[src/rtl/clken_divbank.sv]
// clken_divbank: bank of CHANNELS clock-enable generators on a single clock.
// Each channel emits a one-cycle ce pulse every D+1 cycles plus a divided
// square wave (phase). Ratio/run changes to a running channel are held as
// pending and applied only at terminal count, so enables never glitch.
// Optional feature macro: CLKEN_DIVBANK_ALIGN_EN adds the 'align' input that
// restarts every running channel phase-aligned.
module clken_divbank #(
    parameter int CHANNELS = 4,
    parameter int DIV_W    = 8,
    parameter int CH_W     = (CHANNELS > 1) ? $clog2(CHANNELS) : 1
) (
    input  logic                clk,
    input  logic                rst,
`ifdef CLKEN_DIVBANK_ALIGN_EN
    input  logic                align,
`endif
    input  logic                cfg_we,
    input  logic [CH_W-1:0]     cfg_ch,
    input  logic [DIV_W-1:0]    cfg_div,
    input  logic                cfg_inv,
    input  logic                cfg_run,
    output logic [CHANNELS-1:0] ce,
    output logic [CHANNELS-1:0] phase,
    output logic [CHANNELS-1:0] pend
);

    typedef enum logic [1:0] {
        ST_STOPPED  = 2'b00,
        ST_RUN      = 2'b01,
        ST_RUN_PEND = 2'b10
    } ch_state_e;

    // Registered per-channel state
    ch_state_e           r_state [CHANNELS];
    logic [DIV_W-1:0]    r_cnt   [CHANNELS];
    logic [DIV_W-1:0]    r_div   [CHANNELS];
    logic [DIV_W-1:0]    r_pdiv  [CHANNELS];
    logic [CHANNELS-1:0] r_inv;
    logic [CHANNELS-1:0] r_tog;
    logic [CHANNELS-1:0] r_prun;
    logic [CHANNELS-1:0] r_ce;
    logic [CHANNELS-1:0] r_phase;
    logic [CHANNELS-1:0] r_pend;

    // Next-state values
    ch_state_e           w_state [CHANNELS];
    logic [DIV_W-1:0]    w_cnt   [CHANNELS];
    logic [DIV_W-1:0]    w_div   [CHANNELS];
    logic [DIV_W-1:0]    w_pdiv  [CHANNELS];
    logic [DIV_W-1:0]    w_eff_div [CHANNELS];
    logic [CHANNELS-1:0] w_eff_run;
    logic [CHANNELS-1:0] w_inv;
    logic [CHANNELS-1:0] w_tog;
    logic [CHANNELS-1:0] w_prun;
    logic [CHANNELS-1:0] w_ce;
    logic [CHANNELS-1:0] w_hit;
    logic                w_align;

`ifdef CLKEN_DIVBANK_ALIGN_EN
    assign w_align = align;
`else
    assign w_align = 1'b0;
`endif

    // Decode which channel a config write targets; out-of-range selects hit nothing
    always_comb begin
        for (int i = 0; i < CHANNELS; i++) begin
            w_hit[i] = cfg_we && (cfg_ch == CH_W'(i));
        end
    end

    // Configuration that becomes active once any pending write is applied
    always_comb begin
        for (int i = 0; i < CHANNELS; i++) begin
            if (r_state[i] == ST_RUN_PEND) begin
                w_eff_div[i] = r_pdiv[i];
                w_eff_run[i] = r_prun[i];
            end else begin
                w_eff_div[i] = r_div[i];
                w_eff_run[i] = 1'b1;
            end
        end
    end

    // Per-channel next-state: counting, terminal-count reload, config writes, align
    always_comb begin
        for (int i = 0; i < CHANNELS; i++) begin
            w_state[i] = r_state[i];
            w_cnt[i]   = r_cnt[i];
            w_div[i]   = r_div[i];
            w_pdiv[i]  = r_pdiv[i];
            w_inv[i]   = r_inv[i];
            w_tog[i]   = r_tog[i];
            w_prun[i]  = r_prun[i];
            w_ce[i]    = 1'b0;
            case (r_state[i])
                ST_STOPPED: begin
                    if (w_hit[i]) begin
                        w_div[i]   = cfg_div;
                        w_cnt[i]   = cfg_div;
                        w_inv[i]   = cfg_inv;
                        w_tog[i]   = 1'b0;
                        w_state[i] = cfg_run ? ST_RUN : ST_STOPPED;
                    end else begin
                        w_ce[i] = 1'b0;
                    end
                end
                ST_RUN, ST_RUN_PEND: begin
                    if (w_align) begin
                        // Restart from the active divider with toggle cleared, no pulse
                        w_div[i]   = w_eff_div[i];
                        w_cnt[i]   = w_eff_run[i] ? w_eff_div[i] : {DIV_W{1'b0}};
                        w_tog[i]   = 1'b0;
                        w_state[i] = w_eff_run[i] ? ST_RUN : ST_STOPPED;
                        if (w_hit[i] && w_eff_run[i]) begin
                            w_inv[i]   = cfg_inv;
                            w_pdiv[i]  = cfg_div;
                            w_prun[i]  = cfg_run;
                            w_state[i] = ST_RUN_PEND;
                        end else if (w_hit[i]) begin
                            // Align just stopped the channel: take the write directly
                            w_div[i]   = cfg_div;
                            w_cnt[i]   = cfg_div;
                            w_inv[i]   = cfg_inv;
                            w_state[i] = cfg_run ? ST_RUN : ST_STOPPED;
                        end else begin
                            w_ce[i] = 1'b0;
                        end
                    end else if (r_cnt[i] == {DIV_W{1'b0}}) begin
                        // Terminal count: pulse, toggle and reload
                        w_ce[i]  = 1'b1;
                        w_tog[i] = ~r_tog[i];
                        if (w_hit[i]) begin
                            // A write on this edge becomes the reload value directly
                            w_inv[i]   = cfg_inv;
                            w_div[i]   = cfg_div;
                            w_cnt[i]   = cfg_run ? cfg_div : {DIV_W{1'b0}};
                            w_state[i] = cfg_run ? ST_RUN : ST_STOPPED;
                        end else begin
                            w_div[i]   = w_eff_div[i];
                            w_cnt[i]   = w_eff_run[i] ? w_eff_div[i] : {DIV_W{1'b0}};
                            w_state[i] = w_eff_run[i] ? ST_RUN : ST_STOPPED;
                        end
                    end else begin
                        w_cnt[i] = r_cnt[i] - {{(DIV_W-1){1'b0}}, 1'b1};
                        if (w_hit[i]) begin
                            // Mid-count: inversion is immediate, ratio/run wait
                            w_inv[i]   = cfg_inv;
                            w_pdiv[i]  = cfg_div;
                            w_prun[i]  = cfg_run;
                            w_state[i] = ST_RUN_PEND;
                        end else begin
                            w_ce[i] = 1'b0;
                        end
                    end
                end
                default: begin
                    w_state[i] = ST_STOPPED;
                end
            endcase
        end
    end

    // State and output registers with synchronous reset
    always_ff @(posedge clk) begin
        if (rst) begin
            for (int i = 0; i < CHANNELS; i++) begin
                r_state[i] <= ST_STOPPED;
                r_cnt[i]   <= {DIV_W{1'b0}};
                r_div[i]   <= {DIV_W{1'b0}};
                r_pdiv[i]  <= {DIV_W{1'b0}};
            end
            r_inv   <= {CHANNELS{1'b0}};
            r_tog   <= {CHANNELS{1'b0}};
            r_prun  <= {CHANNELS{1'b0}};
            r_ce    <= {CHANNELS{1'b0}};
            r_phase <= {CHANNELS{1'b0}};
            r_pend  <= {CHANNELS{1'b0}};
        end else begin
            for (int i = 0; i < CHANNELS; i++) begin
                r_state[i] <= w_state[i];
                r_cnt[i]   <= w_cnt[i];
                r_div[i]   <= w_div[i];
                r_pdiv[i]  <= w_pdiv[i];
                r_pend[i]  <= (w_state[i] == ST_RUN_PEND);
            end
            r_inv   <= w_inv;
            r_tog   <= w_tog;
            r_prun  <= w_prun;
            r_ce    <= w_ce;
            r_phase <= w_tog ^ w_inv;
        end
    end

    assign ce    = r_ce;
    assign phase = r_phase;
    assign pend  = r_pend;

endmodule

[config.mk]
export PLATFORM = sky130hd
export DESIGN_NAME = clken_divbank
export DESIGN_NICKNAME = d
export VERILOG_FILES = /design/src/rtl/clken_divbank.sv
export SDC_FILE = /design/constraint.sdc
export NUM_CORES = 1
export LEC_CHECK = 0
export BUFFER_PORTS_ARGS = -buffer_cell sky130_fd_sc_hd__buf_2
export CAP_MARGIN = 30
export CORE_UTILIZATION = 40
export CTS_CLUSTER_DIAMETER = 50
export DETAILED_ROUTE_END_ITERATION = 16
export PLACE_DENSITY_LB_ADDON = 0.1
export SYNTH_ARGS = -nofsm -noshare
export SYNTH_HDL_FRONTEND = slang
export SYNTH_SLANG_ARGS = --single-unit
[constraint.sdc]
create_clock -name clk -period 3 [get_ports clk]
set_input_delay 0.6 -clock clk [delete_from_list [all_inputs] [get_ports clk]]
set_output_delay 0.6 -clock clk [all_outputs]
set_load 0.03 [all_outputs]
==> impl_results.md, run 1 <==
* Worst setup SP type: flop
* Critical Path AT at 2.79 ns
* Synth top area cells: dfxtp_1 (35%), mux2i_1 (9.2%), nand2_1 (5.8%)
* Hold endpoint: r_div[1][5]
* Worst EP required at 3.33 ns
* PortBufs at 26
* Die area at 0.0188 sq mm
* HP Class: reg -> reg
* Clock network power share at 40.1%
* EDFF count, synth at 0
* FFs w/ async S/R, synth at 0%
* Post-CTS sizing at 0
* Slew headroom at 52.3%
* CP max FO at 6
* CTS HTree Levels at 4
* ANT cells at 0
* Internal power at 3.82 mW
* Synth top cells by count: dfxtp_1 (128), nand2_1 (113), nor2_1 (96)
* Element type at the critical path end: flop
* Synth unique cells at 76
* FMAX at 408 MHz
* GP Congestion at 0.844
* Clk Latency, worst-skew pair at 0.43 ns
* Period minus WS final at 2.45 ns
* Reg-to-Reg Start: r_cnt[2][0]
* Drt wl/cell at 18.5 microns
* Fin. max-slew vios at 0
* Slew @ Worst Pin at 0.712 ns
* Top-count cell post-synth: dfxtp_1
* Max Buffers Root-to-Sink at 2
* Sw frac at 32.3%
* CTS Hold Bufs at 0
* Reg2Reg Setup Slack at 0.55 ns
* Overall routing resource usage at 23.8%
* Count of final setup violators at 0
* Reg power frac at 34.5%
* Syn-to-layout area delta at 13.3%
* Vias in the first global route at 6054
* Largest net degree at the start of global routing at 54
* Pre-antenna DRT Iters at 5
* Synth warn at 0
* Min-delay src: r_div[1][5]
* PwrDens at 683 mW/mm^2
* Setup TNS at 0 ns
* Starting Density at 40.8%
* Comb power frac at 25.3%
* # IOs at 27
* R2R cell count at 6
* Synth top area share at 35.1%
* CTS tree: yes
* Vias/cell at 5.67
* #FFs+latches synth at 128
* CTS Buf Count at 17
* Routed via count at 6581
* Layout cell share with drive strength beyond 1 at 12.6%
* ANT nets after route at 0
* Status: finished clean
* RSZ-0062 raised after global routing: false
* Clk pin slew, worst setup/hold paths at 0.06 ns
* Mean Syn Cell Area at 8.03 sq um
* Filler cells at 1797
* DP Wirelength at 14500 microns
* Min Hold Slack at 0.450 ns
* GR Overflow Total at 0
* Area leader, netlist: dfxtp_1
* Worst hold path depth at 2
* Die Y at 137 microns
* First-pass GRT wire length at 34000 microns
* Post-Syn Instances at 909
* Area of the multi-input gates at 0.00429 sq mm
* Syn Std Cell Area at 0.00730 sq mm
* MaxCap Viol Count at 0
* Final-stage net count at 950
* Final Hold Fails at 0
* Ys flop type: dfxtp_1
* Final period utilization at 81.7%
* Residual DRC count at 0
* End of the worst register-to-register path: r_cnt[2][1]
* Sequential standard cell area at 0.00256 sq mm
* Initial detailed-routing violation count at 560
* Layout Skew at 0.00711 ns
* Die W at 137 microns
* Switch Pwr at 1.83 mW
* Std-Cell Rows at 49
* Post-CTS Setup Bufs at 0
* Sequential share of the synthesized area at 35.1%
* Syn_nets at 940
* Worst IR Drop VDD at 0.000430 V
* Critical path class: reg -> reg
* Detailed Route WL at 21500 microns
* Initial antenna violation count at 0
* Core Area at 0.0179 sq mm
* Root buffer cell: clkbuf_16
* Sink Count at 128
* Leak at 3.18 nW
[placed cells by master (no fill, tap or decap), types with 10 or more instances in the layout]
master and count:
a21oi_1 84, o21ai_0 34, ha_1 16, and2_1 10, inv_1 36, nor3_1 20, nand2_1 113, buf_4 29
nand3_1 14, dfxtp_1 128, nor2_1 96, o211ai_1 34, nand2b_1 14, mux2i_1 67, clkbuf_16 17, o22ai_1 18
buf_2 25
[logic make-up after synthesis]
logic type	synth area share [%]
AO/OA/AOI/OAI	24.6
buffers and inverters	6.17
multiplexers	9.65
adder cells (fa/ha/maj)	2.74
flip-flops	35.1
AND/OR/NAND/NOR	20.9
XOR/XNOR	0.840
[area by class of cell]
class | count | share of cell area (%)
Clock inverter | 12 | 2.19
Multi-Input combinational cell | 681 | 51.8
Clock buffer | 20 | 5.52
Inverter | 36 | 1.63
Tap cell | 229 | 3.46
Timing Repair Buffer | 55 | 4.39
Sequential cell | 128 | 31.0
[critical path, cell delays in order (launching register included)]
cell     delay, ns
dfxtp_1       0.32
inv_1         0.09
ha_1          0.23
or4b_4        0.53
or4_1         0.69
o221a_2       0.30
nor3_1        0.20
[power groups by stage]
stage	sequential, mW	combinational, mW	clock [mW]
after floorplan	1.98	1.05	0
after global placement	1.98	1.42	0
after detailed placement	1.98	1.41	0
after CTS	1.95	1.42	2.31
after global routing	1.97	1.58	2.38
final	1.95	1.43	2.27
[flip-flops by register name, indices dropped and copies added, names as in the netlist, 8 cells and up]
register  cells
r_cnt        32
r_pdiv       32
r_div        32
r_state       8
[stage by stage]
stage	cell area, sq um	utilization [%]	setup WS (ns)	power, mW	cells
2_1_floorplan	7300	-	0.872	3.03	909
3_3_place_gp	7630	42.6	0.530	3.40	1129
3_5_place_dp	7630	42.6	0.460	3.39	1129
4_1_cts	8270	46.2	0.551	5.67	1161
5_1_grt	8270	46.2	0.442	5.93	1161
6_report	8270	46.2	0.548	5.65	1161
[routing by layer]
layer  vias to the layer above  GRT usage (%)  routed length [microns]
met5                         -              0                        0
met4                         0           5.92                      239
met3                        20           4.78                      863
met2                       138           37.2                     9720
met1                      3119           33.2                    10600
li1                       3304              -                        -
[how the worst max path moves through the flow]
stage | slack (ns) | from | cells after the start | endpoint
finish | 0.55 | r_cnt[2][0] | 6 | r_cnt[2][1]
global route | 0.44 | r_cnt[2][0] | 7 | r_state[2][0]
CTS | 0.55 | r_cnt[2][0] | 6 | r_cnt[2][1]
detailed placement | 0.46 | cfg_ch[1] | 6 | r_cnt[0][1]
global placement | 0.53 | cfg_ch[1] | 6 | r_cnt[0][1]
floorplan | 0.87 | cfg_ch[1] | 6 | r_div[0][0]
Note: power is estimated with default switching activity, not from simulation.
==> run 2: changes to the inputs <==
==> constraint.sdc (replaced) <==
create_clock -name clk -period 2.3 [get_ports clk]
set_input_delay 0.46 -clock clk [delete_from_list [all_inputs] [get_ports clk]]
set_output_delay 0.46 -clock clk [all_outputs]
set_load 0.03 [all_outputs]
==> run 2 against run 1 <==
  * Global-route usage rose by 0.82 points
  * Wire length rose by 2.8%
  * Cell area rose by 4.2%
  * Non-clock buffer count rose by 46
  * Critical endpoint is now phase[2]
  * Largest cell class unchanged
  * Highest routed layer unchanged
==> impl_results.md, run 2 (same netlist as run 1, synthesis figures left out) <==
* Layout cell share with drive strength beyond 1 at 16.6% (+4.0 points)
* Initial detailed-routing violation count at 477 (-15%)
* Status: finished clean
* Sink Count at 128 (unchanged)
* Pre-antenna DRT Iters at 5 (unchanged)
* GP Congestion at 0.868 (+2.8%)
* End of the worst register-to-register path: phase[2]
* Fin. max-slew vios at 0 (unchanged)
* Slew headroom at 62.6% (+10 points)
* Layout Skew at 0.00705 ns (-0.0000629 ns)
* Final cell count without fillers at 1207 (+4.0%)
* Crit-path slowest cell: or4b_4
* ANT cells at 0 (unchanged)
* FMAX at 470 MHz (+15%)
* Min-delay src: rst
* Worst EP required at 2.61 ns (-0.72 ns)
* Slew @ Worst Pin at 0.560 ns (-0.152 ns)
* Switch Pwr at 2.38 mW (+31%)
* Final Hold Fails at 0 (unchanged)
* # IOs at 27 (unchanged)
* Setup TNS at 0 ns (unchanged)
* Reg-to-Reg Start: r_cnt[2][0]
* Die area at 0.0188 sq mm (unchanged)
* First-pass GRT wire length at 35000 microns (+3.1%)
* Worst hold path depth at 2 (unchanged)
* Vias/cell at 5.66 (-0.23%)
* Final-stage net count at 996 (+4.8%)
* Syn-to-layout area delta at 18.1%
* Met3 wire len at 985 microns (+14%)
* Min Hold Slack at 0.310 ns (-0.140 ns)
* Worst slack at placement at 0.0393 ns (-0.421 ns)
* Critical Path Source: r_cnt[2][0]
* CP max FO at 5 (-1)
* Filler cells at 1802 (+0.28%)
* GR Overflow Total at 0 (unchanged)
* Clk pin slew, worst setup/hold paths at 0.06 ns (about the same)
* Reg power frac at 33.8% (-0.7 points)
* Residual DRC count at 0 (unchanged)
* PwrDens at 867 mW/mm^2 (+27%)
* Die Y at 137 microns (unchanged)
* Starting Density at 40.8% (unchanged)
* Worst-path cell chain: inv_1, ha_1, or4b_4, buf_4, o21ai_0, o41ai_1, a21oi_1, mux2_2
* DRT met1 WL at 10700 microns (+0.50%)
* Critical path class: reg -> reg
* Commonest non-fill, non-tap cell in the layout: dfxtp_1
* R2R cell count at 8 (+2)
* Inst Count DP at 1174 (+4.0%)
* Final period utilization at 92.5% (+11 points)
* Max Buffers Root-to-Sink at 2 (unchanged)
* CTS tree: yes
* PnR worst setup slack at 0.171 ns (-0.377 ns)
* Drt wl/cell at 18.3 microns (-1.1%)
* Largest net degree at the start of global routing at 89 (+65%)
* Hold endpoint: r_cnt[3][6]
* CTS HTree Levels at 4 (unchanged)
* Period minus WS final at 2.13 ns (-0.323 ns)
* Biggest regs: r_cnt (32), r_div (32), r_pdiv (32)
* CTS Buf Count at 17 (unchanged)
* Worst setup SP type: flop
* Root buffer cell: clkbuf_16
* Leak at 3.42 nW (+7.3%)
* MaxCap Viol Count at 0 (unchanged)
* Met2 Routed Length at 10000 microns (+2.8%)
* Detailed Route WL at 22100 microns (+2.8%)
* DP Wirelength at 15300 microns (+5.7%)
* ANT nets after route at 0 (unchanged)
* Count of final setup violators at 0 (unchanged)
* Clk Latency, worst-skew pair at 0.42 ns (about the same)
* Reg2Reg Setup Slack at 0.17 ns (-0.38 ns)
* Critical Path AT at 2.44 ns (-0.35 ns)
* Routed via count at 6826 (+3.7%)
* Core Area at 0.0179 sq mm (unchanged)
* Initial antenna violation count at 0 (unchanged)
* Die W at 137 microns (unchanged)
* Comb power frac at 27.8% (+2.5 points)
* RSZ-0062 raised after global routing: false
* Element type at the critical path end: flop
* Overall routing resource usage at 24.6% (+0.82 points)
* HP Class: in -> reg
* Sw frac at 31.9% (-0.44 points)
* Clock network power share at 38.4% (-1.7 points)
* Tot Pwr at 7.47 mW (+32%)
* Top routing layer in use: met4
* Worst IR Drop VDD at 0.000551 V (+28%)
* Vias in the first global route at 6317 (+4.3%)
* CP max stage delay at 0.47 ns (-0.22 ns)
* Most frequent cells in the layout: dfxtp_1 (128), nand2_1 (113), nor2_1 (96), a21oi_1 (84), buf_4 (73)
* Internal power at 5.09 mW (+33%)
* PortBufs at 26 (unchanged)
* Std-Cell Rows at 49 (unchanged)
-- run 2: stage by stage --
step / util (%) / area [sq um]
after floorplan: - / 7300
after CTS: 48.1 / 8610
final: 48.2 / 8620
after global routing: 48.2 / 8620
after global placement: 44.7 / 8000
after detailed placement: 44.7 / 8000
-- run 2: critical path, delay by kind of cell, from the launching register on --
kind | cells | cell delay [ns]
AO/OA/AOI/OAI | 3 | 0.47
buffers and inverters | 2 | 0.24
multiplexers | 1 | 0.36
adder cells (fa/ha/maj) | 1 | 0.16
flip-flops | 1 | 0.32
AND/OR/NAND/NOR | 1 | 0.47
-- run 2: worst max path at each step --
| stage | endpoint | slack (ns) | cells after the start |
|---|---|---|---|
| 2_1_floorplan | r_cnt[2][3] | 0.17 | 8 |
| 3_3_place_gp | r_div[0][7] | 0.09 | 7 |
| 3_5_place_dp | r_cnt[0][1] | 0.04 | 5 |
| 4_1_cts | r_cnt[2][4] | 0.07 | 7 |
| 5_1_grt | r_cnt[0][7] | 0.04 | 8 |
| 6_report | phase[2] | 0.17 | 8 |
-- run 2: area by class of cell --
cell class / instances / area, sq um / area share, %
clock buffer: 21 / 450 / 5.22
clock inverter: 11 / 163 / 1.89
inverter: 36 / 135 / 1.57
multi-input combinational: 681 / 4290 / 49.8
sequential: 128 / 2560 / 29.7
tap: 229 / 287 / 3.32
timing repair buffer: 101 / 733 / 8.50
-- run 2: timing repair --
action	CTS	global route
endpoints found under the setup margin	0	11
buffers inserted	0	1
resized for setup	0	1
hold buffers	0	0
-- run 2: layer usage --
metal | global-route usage [%] | up-vias
met5 | 0 | -
met4 | 7.88 | 0
met3 | 5.00 | 30
met2 | 38.5 | 143
met1 | 33.7 | 3253
li1 | - | 3400
-- run 2: power by group through the flow --
| stage | clock [mW] | combinational (mW) | sequential, mW |
|---|---|---|---|
| 4_1_cts | 2.91 | 2.06 | 2.52 |
| 3_3_place_gp | 0 | 2.05 | 2.57 |
| 3_5_place_dp | 0 | 2.04 | 2.57 |
| 5_1_grt | 3.03 | 2.29 | 2.55 |
| 2_1_floorplan | 0 | 1.37 | 2.59 |
| 6_report | 2.87 | 2.08 | 2.53 |
